## src/rtl/instr_fetch_ctrl.sv

```systemverilog
// Instruction fetch controller: preloads instruction memory while idle or halted,
// then fetches sequentially from pc with stall/branch handling until a halt word is fetched.
module instr_fetch_ctrl #(
    parameter logic [31:0] HALT_WORD = 32'h0000000C
) (
    input  logic        clk,
    input  logic        rst_n,
    input  logic        start,
    input  logic        load_valid,
    input  logic [7:0]  load_addr,
    input  logic [31:0] load_data,
    output logic        load_ready,
    output logic [31:0] imem_addr,
    output logic        imem_we,
    output logic [31:0] imem_wdata,
    input  logic [31:0] imem_rdata,
    input  logic        stall,
    input  logic        branch_taken,
    input  logic [31:0] branch_target,
    output logic [31:0] instr_out,
    output logic [31:0] pc_out,
    output logic        instr_valid,
    output logic        halted,
    output logic [1:0]  dbg_state
);

    typedef enum logic [1:0] {
        S_IDLE = 2'd0,
        S_RUN  = 2'd1,
        S_HALT = 2'd2
    } state_t;

    state_t      state;
    logic [31:0] pc;

    assign dbg_state = state;

    // Loader handshake: a word is written on any edge where load_valid is high
    // and load_ready is high; load_ready is high exactly when not running.
    always_comb begin
        load_ready = 1'b1;
        imem_we    = load_valid;
        imem_addr  = {22'b0, load_addr, 2'b00};
        imem_wdata = load_data;
        if (state == S_RUN) begin
            load_ready = 1'b0;
            imem_we    = 1'b0;
            imem_addr  = pc;
        end
    end

    always_ff @(posedge clk or negedge rst_n) begin
        if (!rst_n) begin
            state       <= S_IDLE;
            pc          <= 32'd0;
            instr_out   <= 32'd0;
            pc_out      <= 32'd0;
            instr_valid <= 1'b0;
            halted      <= 1'b0;
        end else begin
            case (state)
                S_IDLE, S_HALT: begin
                    // The halt word stays visible as valid for exactly one cycle.
                    if (state == S_HALT) instr_valid <= 1'b0;
                    if (start) begin
                        state       <= S_RUN;
                        pc          <= 32'd0;
                        instr_valid <= 1'b0;
                        halted      <= 1'b0;
                    end
                end
                S_RUN: begin
                    if (branch_taken) begin
                        pc          <= {branch_target[31:2], 2'b00};
                        instr_valid <= 1'b0;
                    end else if (!stall) begin
                        instr_out   <= imem_rdata;
                        pc_out      <= pc;
                        instr_valid <= 1'b1;
                        if (imem_rdata == HALT_WORD) begin
                            state  <= S_HALT;
                            halted <= 1'b1;
                        end else begin
                            pc <= pc + 32'd4;
                        end
                    end
                end
                default: state <= S_IDLE;
            endcase
        end
    end

endmodule

```

## config.mk

```make
export PLATFORM = sky130hd
export DESIGN_NAME = instr_fetch_ctrl
export DESIGN_NICKNAME = d
export VERILOG_FILES = /design/src/rtl/instr_fetch_ctrl.sv
export SDC_FILE = /design/constraint.sdc
export NUM_CORES = 1
export LEC_CHECK = 0
export ABC_AREA = 1
export CORE_MARGIN = 4
export CORE_UTILIZATION = 46
export DETAILED_ROUTE_END_ITERATION = 6
export PLACE_DENSITY_LB_ADDON = 0.25
export RECOVER_POWER = 25
export SLEW_MARGIN = 20
export SYNTH_ARGS = -nofsm -noshare
export SYNTH_HDL_FRONTEND = slang
export SYNTH_SLANG_ARGS = --single-unit
export TNS_END_PERCENT = 30
```

## constraint.sdc

```tcl
create_clock -name clk -period 4.4 [get_ports clk]
set_clock_uncertainty 0.1 [all_clocks]
set_input_delay 0.44 -clock clk [delete_from_list [all_inputs] [get_ports clk]]
set_output_delay 0.44 -clock clk [all_outputs]
set_load 0.05 [all_outputs]
```

==> out/metrics.cfg <==
[setup_path]
critPathArrivalTime_ns=2.71
cp_max_fo=43
cpMaxStageDelayCell=clkdlybuf4s50_1
r2r_start=dbg_state[0]
cpPeakStageDelay_ns=0.85
cp_num_buf_inv=3
end_kind=primary output
crit_required_ns=3.86
crit_path_cell_trace=inv_2 -> nor2_4 -> inv_2 -> o21ai_0 -> clkdlybuf4s50_1
crit_start=dbg_state[0]
critPathLaunchType=register
crit_family=buffers and inverters
reg2reg_depth=4
cp.depth=5
crit_path_frequent_cell=inv_2
crit_type=reg2out

[drt]
viasPerCell=5.14
wl_met1_um=6400
route.vias.total=5150
firstDrtPassIters=5
drc=0
routed_wl_um=15000
wl_met3_um=1260
ant_nets=0
met2WireLength_um=6980
highest_layer=met4
wl_per_cell_um=15.0
dr.first_iter.drc_count=418

[logic_synthesis]
ys_types=30
syn-cell-area_um2=5360
netlist_instances=731
ys_warn_count=0
synth_seq_cells=96
avgSynthCellArea_um2=7.34
ys_seq_area_frac=0.448

[clock_tree]
cts_tree=done
numCtsBuffers=9
cts_root_buffer=clkbuf_16
clock_path_buffers=2
cts_resized=0
htreeDepth=3
cts_setup_buffers=0
clkTransAtPathRegs_ns=0.06
clock_latency_ns=0.34
clock_sinks=96
holdBufCountCts=0

[sta]
whs_ns=0.0806
timing.final.crit_share=0.739
rsz0062_at_grt=false
setup_tns_ns=0
min_period_ns=3.25
fmax_mhz=307
finalMaxSlewViolations=0
max_slew_margin=0.318
tightest_slew_ns=1.02
finalHoldViolCount=0
finalSetupViolations=0

[global_routing]
antenna_found_initial=0
grtUsageTotal=0.223
grt_pass1_wl_um=23700
overflow=0
grt_pass1_vias=4859
grt_max_degree=116

[job]
drv_cap=0

[die]
boundaryPins=244
die_x_um=116
coreArea_um2=11400
rows=39
dieArea_um2=13500
die_h_um=116
start_util=0.470

[placed_design]
dp_hpwl_um=11300
gp_congestion=0.884
port_buffers=173
placed_area_um2=6870

[finish]
seq_area_um2=2400
synthToLayoutAreaGrowth_pct=33.1
finalInstanceArea_um2=7140
drive_above_1_share=0.0570
final_nets=966
diodes=0
multi_input_area_um2=2290
final.fill_count=1019

[power]
p_leak_uw=0.00329
worst_ir_drop_vdd_v=0.000374
powerDensity_nw_per_um2=480

[status]
status=finished, final reports clean

[min_path]
min_path_type=in2async

==> cell usage after synthesis (all sizes together) <==
cell type	n	area share
nand2	231	0.16
o21ai	97	0.091
dfrtp	96	0.45
nor2	91	0.066
inv	68	0.048
buf	55	0.074
nand3	30	0.032
a21oi	11	0.010
clkbuf	10	0.0070
mux2	10	0.021
nand4	9	0.010
or2	9	0.010
o22ai	4	0.0047
xor2	3	0.0049
and2	2	0.0023
a22oi	1	0.0023
conb	1	0.00070
ha	1	0.0023
o211ai	1	0.0014
o2bb2ai	1	0.0016
==> final timing paths <==
check	slack, ns	endpoint
setup / recovery	1.15	imem_addr[4]
setup reg to reg	2.19	instr_out[26]
hold reg to reg	0.37	instr_valid
max in group asynchronous	3.12	pc[11]
hold / removal	0.08	pc_out[7]
min in group clk	0.37	instr_valid
==> routing by layer <==
layer,track usage,vias to the layer above
li1,-,2510
met1,0.297,2401
met2,0.360,207
met3,0.0538,32
met4,0.0735,0
met5,0,-
==> cell families after synthesis <==
kind of cell	synth area share
other	0.000699
adder cells (fa/ha/maj)	0.00233
XOR/XNOR	0.00490
buffers and inverters	0.128
AO/OA/AOI/OAI	0.111
multiplexers	0.0210
flip-flops	0.448
AND/OR/NAND/NOR	0.284
==> cell usage in the layout (no fill, tap or decap), types with 9 or more instances in the layout <==
cell type / synthesis / final
nand2_1: 230 / 229
nor2_1: 87 / 87
mux2_2: 10 / 10
inv_1: 65 / 64
nand3_1: 27 / 27
nand4_1: 9 / 9
o21ai_1: 18 / 18
o21ai_0: 79 / 79
clkbuf_16: 0 / 9
a21oi_1: 11 / 11
clkdlybuf4s50_1: 0 / 172
or2_2: 9 / 9
dfrtp_1: 96 / 96
==> sequential cells by signal, indices dropped and copies added (netlist names) <==
| register | flops |
|---|---|
| pc_out | 30 |
| instr_out | 32 |
| instr_valid | 1 |
| halted | 1 |
| pc | 30 |
| dbg_state | 2 |
==> per-stage QoR <==
step | setup WS (ns) | instances | util | power (µW)
5_1_grt | 0.958 | 1002 | 0.625 | 3610
4_1_cts | 0.798 | 1002 | 0.625 | 3450
3_3_place_gp | 1.23 | 987 | 0.602 | 2710
2_1_floorplan | 1.54 | 734 | - | 2250
3_5_place_dp | 1.18 | 987 | 0.602 | 2730
6_report | 1.15 | 1002 | 0.625 | 3430
==> final cells by class <==
cell class,instances,share of cell area
Tap cell,143,0.0251
Sequential cell,96,0.337
Clock buffer,12,0.0345
Multi-Input combinational cell,505,0.321
Timing Repair Buffer,175,0.244
Inverter,68,0.0358
Clock inverter,3,0.00263
==> report_power, final <==
group	switching, µW	leakage (µW)	total, µW	internal (µW)
Combinational	1030	0.00197	1530	498
Sequential	134	0.00118	1190	1050
Clock	319	0.000132	714	395
(Power assumes the default switching activity.)
